**src/rtl/scc_sound_dac.sv**
```systemverilog
// SCC sound output stage: tick resampling, volume gain with saturation, boxcar average, 1-bit delta-sigma DAC.
// Optional DC-blocking high-pass on the averaged word when SCC_SOUND_DAC_DCBLOCK_EN is defined.
module scc_sound_dac #(
    parameter int SAMPLE_DIV = 6,
    parameter int AVG_LOG2   = 3
) (
    input  logic        clk21m,
    input  logic        reset,
    input  logic [14:0] wavl_in,
    input  logic [2:0]  vol,
    input  logic        mute,
    output logic [15:0] pcm_out,
    output logic        pcm_valid,
    output logic        clip_flag,
    output logic        dac_out
);

    logic [7:0]         div_cnt;
    logic               tick;
    logic [3:0]         gain;
    logic signed [17:0] prod;
    logic signed [17:0] half;
    logic               clip_raw;
    logic [15:0]        s_word;
    logic signed [20:0] acc;
    logic signed [20:0] acc_sum;
    logic [5:0]         avg_cnt;
    logic               avg_last;
    logic [15:0]        avg_word;
    logic               avg_valid;
    logic [15:0]        ds;
    logic [16:0]        ds_sum;

    assign tick     = (div_cnt == 8'(SAMPLE_DIV - 1));
    assign avg_last = (avg_cnt == 6'((1 << AVG_LOG2) - 1));

    always_ff @(posedge clk21m or posedge reset) begin
        if (reset)
            div_cnt <= '0;
        else if (tick)
            div_cnt <= '0;
        else
            div_cnt <= div_cnt + 8'd1;
    end

    always_comb begin
        gain     = {1'b0, vol} + 4'd1;
        prod     = $signed({{3{wavl_in[14]}}, wavl_in}) * $signed({14'd0, gain});
        half     = prod >>> 1;
        // half fits 17 bits; overflow of 16 bits shows as disagreement in the top three bits
        clip_raw = (half[17:15] != 3'b000) && (half[17:15] != 3'b111);
        if (mute)
            s_word = '0;
        else if (clip_raw)
            s_word = half[17] ? 16'h8000 : 16'h7FFF;
        else
            s_word = half[15:0];
        acc_sum  = acc + $signed({{5{s_word[15]}}, s_word});
    end

    always_ff @(posedge clk21m or posedge reset) begin
        if (reset) begin
            acc       <= '0;
            avg_cnt   <= '0;
            avg_word  <= '0;
            avg_valid <= 1'b0;
            clip_flag <= 1'b0;
        end else begin
            avg_valid <= tick && avg_last;
            clip_flag <= tick && clip_raw && !mute;
            if (tick) begin
                if (avg_last) begin
                    avg_word <= 16'(acc_sum >>> AVG_LOG2);
                    acc      <= '0;
                    avg_cnt  <= '0;
                end else begin
                    acc      <= acc_sum;
                    avg_cnt  <= avg_cnt + 6'd1;
                end
            end
        end
    end

`ifdef SCC_SOUND_DAC_DCBLOCK_EN
    logic [15:0] x_prev;
    logic [15:0] y_prev;
    logic [17:0] y_full;
    logic [15:0] y_sat;

    always_comb begin
        // y = x - x_prev + y_prev - (y_prev >>> 8), all terms sign-extended to 18 bits
        y_full = {{2{avg_word[15]}}, avg_word} - {{2{x_prev[15]}}, x_prev}
               + {{2{y_prev[15]}}, y_prev} - {{10{y_prev[15]}}, y_prev[15:8]};
        if ((y_full[17:15] != 3'b000) && (y_full[17:15] != 3'b111))
            y_sat = y_full[17] ? 16'h8000 : 16'h7FFF;
        else
            y_sat = y_full[15:0];
    end

    always_ff @(posedge clk21m or posedge reset) begin
        if (reset) begin
            x_prev    <= '0;
            y_prev    <= '0;
            pcm_out   <= '0;
            pcm_valid <= 1'b0;
        end else begin
            pcm_valid <= avg_valid;
            if (avg_valid) begin
                x_prev  <= avg_word;
                y_prev  <= y_sat;
                pcm_out <= y_sat;
            end
        end
    end
`else
    assign pcm_out   = avg_word;
    assign pcm_valid = avg_valid;
`endif

    assign ds_sum = {1'b0, ds} + {1'b0, pcm_out ^ 16'h8000};

    always_ff @(posedge clk21m or posedge reset) begin
        if (reset) begin
            ds      <= '0;
            dac_out <= 1'b0;
        end else begin
            ds      <= ds_sum[15:0];
            dac_out <= ds_sum[16];
        end
    end

endmodule

```
**config.mk**
```make
export PLATFORM = sky130hd
export DESIGN_NAME = scc_sound_dac
export DESIGN_NICKNAME = d
export VERILOG_FILES = /design/src/rtl/scc_sound_dac.sv
export SDC_FILE = /design/constraint.sdc
export NUM_CORES = 1
export LEC_CHECK = 0
export ABC_AREA = 0
export BUFFER_PORTS_ARGS = -buffer_cell sky130_fd_sc_hd__buf_2
export CORE_UTILIZATION = 55
export CTS_CLUSTER_SIZE = 24
export DETAILED_ROUTE_END_ITERATION = 6
export PLACE_DENSITY = 0.73
export SYNTH_ARGS = -nofsm -noshare
export SYNTH_HDL_FRONTEND = slang
export SYNTH_SLANG_ARGS = --single-unit
```
**constraint.sdc**
```tcl
create_clock -name clk21m -period 5.2 [get_ports clk21m]
set_clock_uncertainty 0.05 [all_clocks]
set_input_delay 1.04 -clock clk21m [delete_from_list [all_inputs] [get_ports clk21m]]
set_output_delay 1.04 -clock clk21m [all_outputs]
set_load 0.005 [all_outputs]
```
# Word level (Yosys, flattened, before mapping)

Index checks and enable logic that the tools add are counted.
W data, S select, Z words.

Flip-flop bits (word level): 70
Memory bits (read-only): 0
Memory bits (writable): 0
Memories kept: 0
Bits in latches: 0
Output and inout bits: 19

Shifts and indexed selects: 0
Divide/modulo/power cells: 0
Mux-type cells: 6
$lt $le $gt $ge: 0
Multiply operators: 1
Reduce and logical (&&, ||, !) cells: 7
Bitwise operators: 1
Add/subtract/negate cells: 5
Equal/unequal tests: 3

Operators by type and width:

| operator              | count |
|---|---|
| $mux W16              | 3 |
| $add A21 B16 Y21      | 1 |
| $mux W21              | 1 |
| $mul A15 B5 Y18       | 1 |
| $add A16 B16 Y17      | 1 |
| $add A8 B1 Y8 const B | 1 |
| $eq A8 B3 Y1 const B  | 1 |
| $mux W8               | 1 |
| $add A6 B1 Y6 const B | 1 |
| $eq A6 B3 Y1 const B  | 1 |
| $mux W6               | 1 |
| $add A3 B1 Y4 const B | 1 |
| $logic_and A1 B1 Y1   | 4 |
| $ne A3 B3 Y1 const B  | 1 |
| $reduce_bool A3 Y1    | 1 |
| $reduce_and A2 Y1     | 1 |
| $logic_not A1 Y1      | 1 |
| $not A1 Y1            | 1 |

# Longest topological paths before layout

Gate-level depths: netlist (run 1).

Depth in word-level cells: 8
Depth in mapped cells: 31

# Worst setup path after synthesis (run 1)

Ideal clock, no wire load.

Path kind: input to register
Start: in vol[0]
End: reg avg_word[13] (netlist: pcm_out[13])
Data arrival time: 7.318 ns
Stages: 30
Data required time: 5.025 ns
Slack: -2.292 ns
Cells stage by stage: ha_1 > xor2_1 > clkbuf_1 > and2_1 > ha_1 > inv_1 > fa_1 > fa_1 > inv_1 > ha_1 > a211oi_1 > o211ai_1 > a41o_1 > a21oi_1 > o21bai_1 > a21oi_2 > xnor2_1 > ha_1 > inv_1 > or3_4 > buf_6 > o21ai_0 > ha_1 > a211oi_2 > o211ai_1 > a221o_1 > nor3b_2 > o21bai_1 > xor2_1 > mux2_2

Cells in the longest elaborated chain, start to end: 7
Elaborated cells on any way between the ends: 9
Classes of those cells: add/sub: 2; mul: 1; eq/ne: 1; mux: 3; reduce/logical: 2

RTL lines:

| what                                                      | RTL line | source |
|---|---|---|
| start: declaration                                        | 10       | `input logic [2:0] vol,` |
| $add A3 B1 Y4 (*)                                         | 47       | `gain = {1'b0, vol} + 4'd1;` |
| $mul A15 B5 Y18 (*)                                       | 48       | `prod = $signed({{3{wavl_in[14]}}, wavl_in}) * $signed({14'd0, gain});` |
| $ne A3 B3 Y1 / $reduce_bool A3 Y1 (equally long branches) | 51       | `clip_raw = (half[17:15] != 3'b000) && (half[17:15] != 3'b111);` |
| $logic_and A1 B1 Y1                                       | 51       |  |
| $mux W16 (*)                                              | 54       | `else if (clip_raw)` |
| $mux W16 (*)                                              | 52       | `if (mute)` |
| $add A21 B16 Y21 (*)                                      | 58       | `acc_sum = acc + $signed({{5{s_word[15]}}, s_word});` |
| end signal: assignment                                    | 73       | `avg_word <= 16'(acc_sum >>> AVG_LOG2);` |
| end: declaration                                          | 29       | `logic [15:0] avg_word;` |

Mark *: on every way between the ends. The rest lies on a longest branch, timed or not.
A chain may end at the register's enable or synchronous reset.

# Worst setup path in the final report (run 1)

Start: in vol[1]
End: reg avg_word[13] (netlist: pcm_out[13])

Same word-level chain as after synthesis.

==> results of run 1 <==
## per-stage QoR
stage / util (%) / total power, mW / instance area, um2
floorplan: - / 2.24 / 6310
global placement: 68.7 / 2.79 / 7440
detailed placement: 68.7 / 2.89 / 7440
CTS: 73.6 / 3.48 / 7980
global route: 74.5 / 3.83 / 8080
finish: 74.5 / 3.53 / 8080
## kinds of logic (layout without fill, tap and decap cells)
group,Yosys count,count (layout)
and+or+nand+nor,179,180
AOI/OAI and AO/OA,146,146
adders and majority gates,103,103
buffers and inverters,83,241
DFF,68,68
xor gates and xnor gates,57,57
muxes,13,13
## routing by layer
metal | global-route usage (%) | part of all wire (%) | vias up
li1 | - | - | 2545
met1 | 32.1 | 47 | 2550
met2 | 44.3 | 49 | 64
met3 | 4.90 | 2.3 | 20
met4 | 6.95 | 1.6 | 0
met5 | 0 | 0 | -
## state kept, by name, indices dropped and copies added (netlist names)
signal and cells:
pcm_out 16, div_cnt 8, avg_cnt 6, dac_out 1
clip_flag 1, ds 16, acc 19, pcm_valid 1
## area by class of cell
type,instances,area (um2)
timing repair buffer,156,1120
tap,140,175
fill,772,2760
clock buffer,12,155
inverter,71,267
multi-input combinational,499,4620
sequential,68,1700
clock inverter,2,35.0
## power breakdown
group,total (mW),leakage (nW),internal (mW),switching [mW]
sequential,0.754,0.871,0.679,0.0747
clock,0.428,0.0983,0.242,0.186
combinational,2.35,2.98,1.15,1.20
## cells in the mapped netlist (2+ instances only)
library cell | count | area share [%]
a211o_1 | 2 | 0.29
a211oi_1 | 11 | 1.4
a211oi_2 | 2 | 0.41
a21o_1 | 8 | 0.98
a21oi_1 | 26 | 2.1
a22o_1 | 16 | 2.3
a311oi_1 | 2 | 0.29
a31oi_1 | 6 | 0.62
and2_1 | 43 | 4.4
and2b_1 | 3 | 0.37
and3_1 | 7 | 0.72
buf_2 | 3 | 0.25
clkbuf_1 | 8 | 0.49
dfrtp_1 | 68 | 28
fa_1 | 30 | 9.8
ha_1 | 73 | 15
inv_1 | 71 | 4.4
mux2_2 | 13 | 2.4
nand2_1 | 37 | 2.3
nand2b_1 | 14 | 1.4
nand3_1 | 7 | 0.57
nand3b_1 | 3 | 0.37
nand4_1 | 6 | 0.62
nor2_1 | 39 | 2.4
nor2b_1 | 5 | 0.51
nor3_1 | 6 | 0.49
nor4_1 | 3 | 0.31
o211ai_1 | 6 | 0.74
o21a_1 | 10 | 1.2
o21ai_0 | 37 | 3.0
o21bai_1 | 7 | 0.86
o31ai_1 | 3 | 0.37
xnor2_1 | 40 | 5.7
xor2_1 | 17 | 2.4
## how the worst min path moves through the flow
stage	start	to	depth (start not counted)	slack, ns
finish	ds[0]$_DFF_PP0_	ds[0]$_DFF_PP0_	1	0.42
global route	div_cnt[7]$_DFF_PP0_	div_cnt[7]$_DFF_PP0_	1	0.45
CTS	ds[0]$_DFF_PP0_	ds[0]$_DFF_PP0_	1	0.42
detailed placement	ds[0]$_DFF_PP0_	ds[0]$_DFF_PP0_	1	0.41
global placement	ds[0]$_DFF_PP0_	ds[0]$_DFF_PP0_	1	0.40
floorplan	ds[0]$_DFF_PP0_	ds[0]$_DFF_PP0_	1	0.39
## layout by cell type (no fill, tap or decap), drive strengths merged, types with 3 or more instances in the layout
master / Yosys / final
a211oi: 13 / 13
a21o: 8 / 8
a21oi: 27 / 27
a22o: 16 / 16
a31oi: 6 / 6
and2: 43 / 43
and2b: 3 / 3
and3: 7 / 7
buf: 4 / 156
clkbuf: 8 / 12
dfrtp: 68 / 68
fa: 30 / 30
ha: 73 / 73
inv: 71 / 71
mux2: 13 / 13
nand2: 37 / 37
nand2b: 14 / 14
nand3: 7 / 7
nand3b: 3 / 3
nand4: 6 / 6
nor2: 39 / 39
nor2b: 5 / 5
nor3: 6 / 6
nor4: 3 / 3
o211ai: 6 / 6
o21a: 10 / 10
o21ai: 37 / 37
o21bai: 7 / 7
o31ai: 3 / 3
xnor2: 40 / 40
xor2: 17 / 17
## repair_timing
action / CTS / global route
hold buffers: 0 / 0
pin swaps: 51 / 14
gates cloned: 1 / 0
setup buffers: 7 / 3
endpoints found under the hold margin: 0 / 0
resized for setup: 57 / 20
setup endpoints to repair: 35 / 35
==> impl_metrics.sql, run 1 <==
INSERT INTO impl_metrics (metric_group, metric, value, unit) VALUES
('run_status', 'run_status', 'complete, but fails checks', ''),
('run_status', 'failed_checks', 'design-rule violations, negative setup slack', ''),
('timing', 'max-slew-margin-rel', '24.1', '%'),
('logic_synthesis', 'postSynthAreaPerCell', '9.40', 'um2'),
('floorplanning', 'design.core.area', '10800', 'um2'),
('power_and_ir_drop', 'power.static_leakage', '3.95', 'nW'),
('logic_synthesis', 'synth-compound-area-share', '16.1', '%'),
('route', 'ant_nets', '0', ''),
('setup_path', 'worstSetupPathType', 'input port to register', ''),
('route', 'post_drt_wl_per_cell', '14.5', 'um'),
('setup_path', 'timing.critical_path.from', 'vol[1]', ''),
('clock_network', 'cts_max_level', '3', ''),
('setup_path', 'worst-endpoint-required', '5.39', 'ns'),
('setup_path', 'reg2reg_slack', '2.43', 'ns'),
('setup_path', 'worst_setup_path_end_kind', 'register', ''),
('timing', 'layout_setup_ws', '-1.67', 'ns'),
('global_route', 'gr-usage-all-layers', '25.4', '%'),
('place', 'dp_hpwl', '10500', 'um'),
('place', 'post-place-cells', '924', ''),
('clock_network', 'clock-sinks', '68', ''),
('setup_path', 'critical_path.max_stage_delay', '0.51', 'ns'),
('clock_network', 'cts_buffer_depth', '2', ''),
('route', 'route.detailed.vias_per_inst', '5.46', ''),
('power_and_ir_drop', 'power_density', '438', 'nW/um2'),
('route', 'drt_wl_total', '13800', 'um'),
('flow_run', 'maxCapViolCount', '0', ''),
('logic_synthesis', 'yosys.area_share.adder', '24.8', '%'),
('global_route', 'number_of_antenna_violations_at_the_first_check_in_global_routing', '0', ''),
('setup_path', 'cp-start-kind', 'input port', ''),
('route', 'drt_pass1_iterations', '6', ''),
('setup_path', 'rr_worst_depth', '5', ''),
('floorplanning', 'rows', '38', ''),
('logic_synthesis', 'largest_family_of_logic_cells_by_synthesized_area', 'adder cells', ''),
('logic_synthesis', 'yosys.cell_types.count', '51', ''),
('place', 'io_buffers', '39', ''),
('logic_synthesis', 'mappedNetlistArea', '6100', 'um2'),
('logic_synthesis', 'synth.area.mux_share', '2.40', '%'),
('place', 'pre_cts_ws', '-2.17', 'ns'),
('setup_path', 'critical_path.max_fanout', '6', ''),
('clock_network', 'cts-root-buf', 'clkbuf_8', ''),
('setup_path', 'worstPathArrival', '7.06', 'ns'),
('timing', 'report.final.hold_viol_count', '0', ''),
('global_route', 'gr-total-overflow', '0', ''),
('logic_synthesis', 'sequential_to_total_area_share_from_yosys_stat', '27.9', '%'),
('layout', 'antenna_cells', '0', ''),
('logic_synthesis', 'dominantRegCellSynth', 'dfrtp_1', ''),
('timing', 'max_freq', '146', 'MHz'),
('floorplanning', 'starting_density_of_the_core', '56.3', '%'),
('timing', 'final-max-slew-violation-count', '0', ''),
('timing', 'fin_worst_hold_slack', '0.421', 'ns'),
('floorplanning', 'floorplan.die.height', '107', 'um'),
('setup_path', 'critical_path.n_buffers_inverters', '5', ''),
('timing', 'final.setup.tns', '-48.23', 'ns'),
('logic_synthesis', 'yosys.area_share.xor_xnor', '8.18', '%'),
('logic_synthesis', 'synth.ff_latch_count', '68', ''),
('clock_network', 'numCtsBuffers', '9', ''),
('layout', 'layout-drive-gt1-share', '33.4', '%'),
('floorplanning', 'boundaryPins', '40', ''),
('layout', 'number_of_cells_in_the_finished_layout_apart_from_fillers', '948', ''),
('place', 'place.gp.congestion', '0.866', ''),
('timing', 'grt_setup_unrepaired', 'true', ''),
('layout', 'final_stage_net_count', '929', ''),
('timing', 'period_needed', '6.87', 'ns'),
('global_route', 'grt_start_max_net_pins', '41', ''),
('hold_path', 'timing.hold.worst.class', 'register to register', ''),
('setup_path', 'timing.critical_path.max_delay_family', 'adder cells', ''),
('timing', 'final_setup_vio_count', '35', ''),
('clock_network', 'clock_tree_from_tritoncts', 'yes', ''),
('clock_network', 'cts.clk_slew.worst_paths', '0.07', 'ns'),
('logic_synthesis', 'synth_async_sr_flop_share', '100', '%'),
('route', 'post-route-drc-count', '1', '');
(Power assumes the default switching activity.)
==> run 2: changes to the inputs <==
==> constraint.sdc (replaced) <==
create_clock -name clk21m -period 5.2 [get_ports clk21m]
set_clock_uncertainty 0.05 [all_clocks]
set_input_delay 0.26 -clock clk21m [delete_from_list [all_inputs] [get_ports clk21m]]
set_output_delay 0.26 -clock clk21m [all_outputs]
set_load 0.005 [all_outputs]
==> run 2 against run 1 <==
Net effect: the run still ends with design-rule violations, negative setup slack left; critical path type unchanged; highest routed layer unchanged; clock-buffer cell count rose by 1; largest power group unchanged; routed wire length rose by 7.1%; final area rose by 2.0%; hold slack got worse by 0.21 ns; maximum frequency rose by 12%; utilization rose by 1.5 points; combinational power rose by 6%; largest cell class unchanged; die area did not move; first-iteration DRC count rose by 3.5%; critical path depth rose by 1; clock power fell by 0.9%; global-route usage rose by 0.81 points.
==> impl_metrics.sql, run 2 (synthesis gave the netlist of run 1 again) <==
INSERT INTO impl_metrics (metric_group, metric, value, unit) VALUES
('run_status', 'run_status', 'complete, but fails checks', ''),
('run_status', 'failed_checks', 'design-rule violations, negative setup slack', ''),
('floorplanning', 'boundaryPins', '40', ''),
('setup_path', 'cp-start-kind', 'input port', ''),
('route', 'route.detailed.vias_per_inst', '5.50', ''),
('floorplanning', 'starting_density_of_the_core', '56.3', '%'),
('timing', 'report.final.hold_viol_count', '0', ''),
('global_route', 'gr-total-overflow', '0', ''),
('setup_path', 'critical_path.max_fanout', '8', ''),
('global_route', 'gr-usage-all-layers', '26.2', '%'),
('hold_path', 'timing.hold.worst_path_depth', '2', ''),
('clock_network', 'numCtsBuffers', '9', ''),
('clock_network', 'cts-root-buf', 'clkbuf_8', ''),
('route', 'vias', '5248', ''),
('place', 'io_buffers', '39', ''),
('floorplanning', 'design.die.area', '11500', 'um2'),
('timing', 'period_needed', '6.16', 'ns'),
('hold_path', 'start_point_of_the_worst_min_delay_path', 'mute', ''),
('place', 'place.gp.congestion', '0.871', ''),
('layout', 'mostFrequentLayoutCells', 'buf_4, dfrtp_1, inv_1', ''),
('layout', 'number_of_flip_flops_under_the_largest_register_name', '19', ''),
('timing', 'final_setup_vio_count', '34', ''),
('setup_path', 'worst_reg2reg_startpoint', 'div_cnt[4]$_DFF_PP0_', ''),
('hold_path', 'timing.hold.worst.class', 'input port to register', ''),
('setup_path', 'reg2reg_slack', '2.35', 'ns'),
('route', 'ant_nets', '0', ''),
('setup_path', 'critical_path.max_stage_delay', '0.52', 'ns'),
('power_and_ir_drop', 'power.static_leakage', '4.01', 'nW'),
('setup_path', 'rr_worst_depth', '5', ''),
('layout', 'area.growth.synth_to_final', '35.0', '%'),
('floorplanning', 'rows', '38', ''),
('timing', 'layout_setup_ws', '-0.959', 'ns'),
('timing', 'final_min_period_over_clock_period', '118', '%'),
('route', 'drt_pass1_iterations', '6', ''),
('setup_path', 'critical-path-top-cell-by-count', 'ha_4', ''),
('clock_network', 'cts_max_level', '3', ''),
('route', 'post-route-drc-count', '1', ''),
('clock_network', 'clock_tree_from_tritoncts', 'yes', ''),
('clock_network', 'clock-sinks', '68', ''),
('timing', 'worst_margin_slew', '1.16', 'ns'),
('power_and_ir_drop', 'post-layout-total-power', '3.67', 'mW'),
('floorplanning', 'floorplan.die.height', '107', 'um'),
('clock_network', 'cts_buffer_depth', '2', ''),
('global_route', 'grt_start_max_net_pins', '44', ''),
('route', 'drt_wl_total', '14700', 'um'),
('timing', 'max-slew-margin-rel', '22.6', '%'),
('setup_path', 'cp_slowest_cell', 'fa_1', ''),
('hold_path', 'worst_hold_path.endpoint', 'clip_flag$_DFF_PP0_', ''),
('setup_path', 'rr_endpoint', 'acc[8]$_DFFE_PP0N_', ''),
('route', 'drt_first_iter_violations', '298', ''),
('clock_network', 'cts.clk_slew.worst_paths', '0.07', 'ns'),
('power_and_ir_drop', 'power_density', '445', 'nW/um2'),
('layout', 'layout_top_registers', 'acc: 19 flops, ds: 16 flops, pcm_out: 16 flops', ''),
('setup_path', 'worstSetupPathType', 'input port to register', ''),
('place', 'postPlaceCellArea', '7450', 'um2'),
('setup_path', 'timing.critical_path.from', 'vol[1]', ''),
('layout', 'largest-register', 'acc', ''),
('layout', 'final_common_cell', 'buf_4', ''),
('timing', 'grt_setup_unrepaired', 'true', ''),
('global_route', 'number_of_antenna_violations_at_the_first_check_in_global_routing', '0', ''),
('layout', 'design_area', '8240', 'um2'),
('global_route', 'first_global_vias', '5426', ''),
('layout', 'final_stage_net_count', '934', ''),
('power_and_ir_drop', 'vdd_ir_drop_max', '0.473', 'mV'),
('layout', 'antenna_cells', '0', ''),
('route', 'post_drt_wl_per_cell', '15.4', 'um'),
('setup_path', 'worst-endpoint-required', '5.38', 'ns'),
('timing', 'max_freq', '162', 'MHz'),
('place', 'dp_hpwl', '10800', 'um'),
('floorplanning', 'die-width', '107', 'um'),
('timing', 'final-max-slew-violation-count', '0', ''),
('flow_run', 'maxCapViolCount', '0', ''),
('global_route', 'grt_first_pass_wirelength', '24000', 'um'),
('place', 'pre_cts_ws', '-1.40', 'ns'),
('setup_path', 'worst_setup_path_end_kind', 'register', ''),
('layout', 'nFillCells', '717', ''),
('clock_network', 'clk-insertion-delay-late', '0.35', 'ns'),
('layout', 'layout-drive-gt1-share', '35.5', '%'),
('setup_path', 'worstPathArrival', '6.34', 'ns'),
('floorplanning', 'design.core.area', '10800', 'um2');
==> run 2: cell count changes in the layout (fill, tap and decap cells not counted), sizes merged <==
cell	previous run	this run
buf	156	160
bufinv	1	0
clkbuf	12	13
clkinv	1	3
dlygate4sd3	0	1
==> run 2: worst max-delay path by stage <==
stage | to | cells past startpoint
after floorplan | pcm_out[13]$_DFFE_PP0P_ | 30
after global placement | pcm_out[13]$_DFFE_PP0P_ | 27
after detailed placement | pcm_out[13]$_DFFE_PP0P_ | 29
after CTS | pcm_out[13]$_DFFE_PP0P_ | 30
after global routing | pcm_out[13]$_DFFE_PP0P_ | 31
final | pcm_out[13]$_DFFE_PP0P_ | 31
==> run 2: what timing repair did <==
item,4_1_cts,5_1_grt
endpoints found under the hold margin,25,0
buffers inserted,5,12
hold buffers,1,0
pin swaps,44,54
gates cloned,1,0
endpoints found under the setup margin,34,34
resized for setup,50,44
==> run 2: cell type report <==
cell class	instances	area, um2	share of cell area, %
Clock buffer	13	179	2.17
Clock inverter	3	18.8	0.228
Inverter	71	267	3.23
Multi-Input combinational cell	499	4730	57.4
Sequential cell	68	1700	20.6
Tap cell	140	175	2.13
Timing Repair Buffer	161	1170	14.2
==> run 2: report_power, final <==
part	switching [mW]	internal (mW)
clock	0.200	0.224
sequential	0.0761	0.679
combinational	1.27	1.22
==> run 2: through the flow <==
stage	hold WS [ns]	utilization, %	std cells	setup TNS, ns
floorplan	0.283	-	649	-23.12
global placement	0.292	68.7	923	-33.82
detailed placement	0.303	68.7	923	-38.79
CTS	0.160	73.1	945	-18.91
global route	0.207	76.0	955	-31.17
finish	0.214	76.0	955	-25.10
==> run 2: routing by layer <==
| metal | part of all wire, % | track usage (%) | up-vias | wire [um] |
|---|---|---|---|---|
| met5 | 0 | 0 | - | 0 |
| li1 | - | - | 2552 | - |
| met1 | 44 | 32.8 | 2559 | 6420 |
| met4 | 2.0 | 7.73 | 0 | 291 |
| met3 | 3.6 | 4.54 | 32 | 538 |
| met2 | 51 | 46.2 | 105 | 7500 |
==> run 2: critical path, delay by kind of cell <==
kind / cells / cell delay (ns)
AO/OA/AOI/OAI: 10 / 1.70
multiplexers: 1 / 0.26
adder cells (fa/ha/maj): 7 / 2.11
AND/OR/NAND/NOR: 4 / 0.96
XOR/XNOR: 3 / 0.48
buffers and inverters: 6 / 0.55
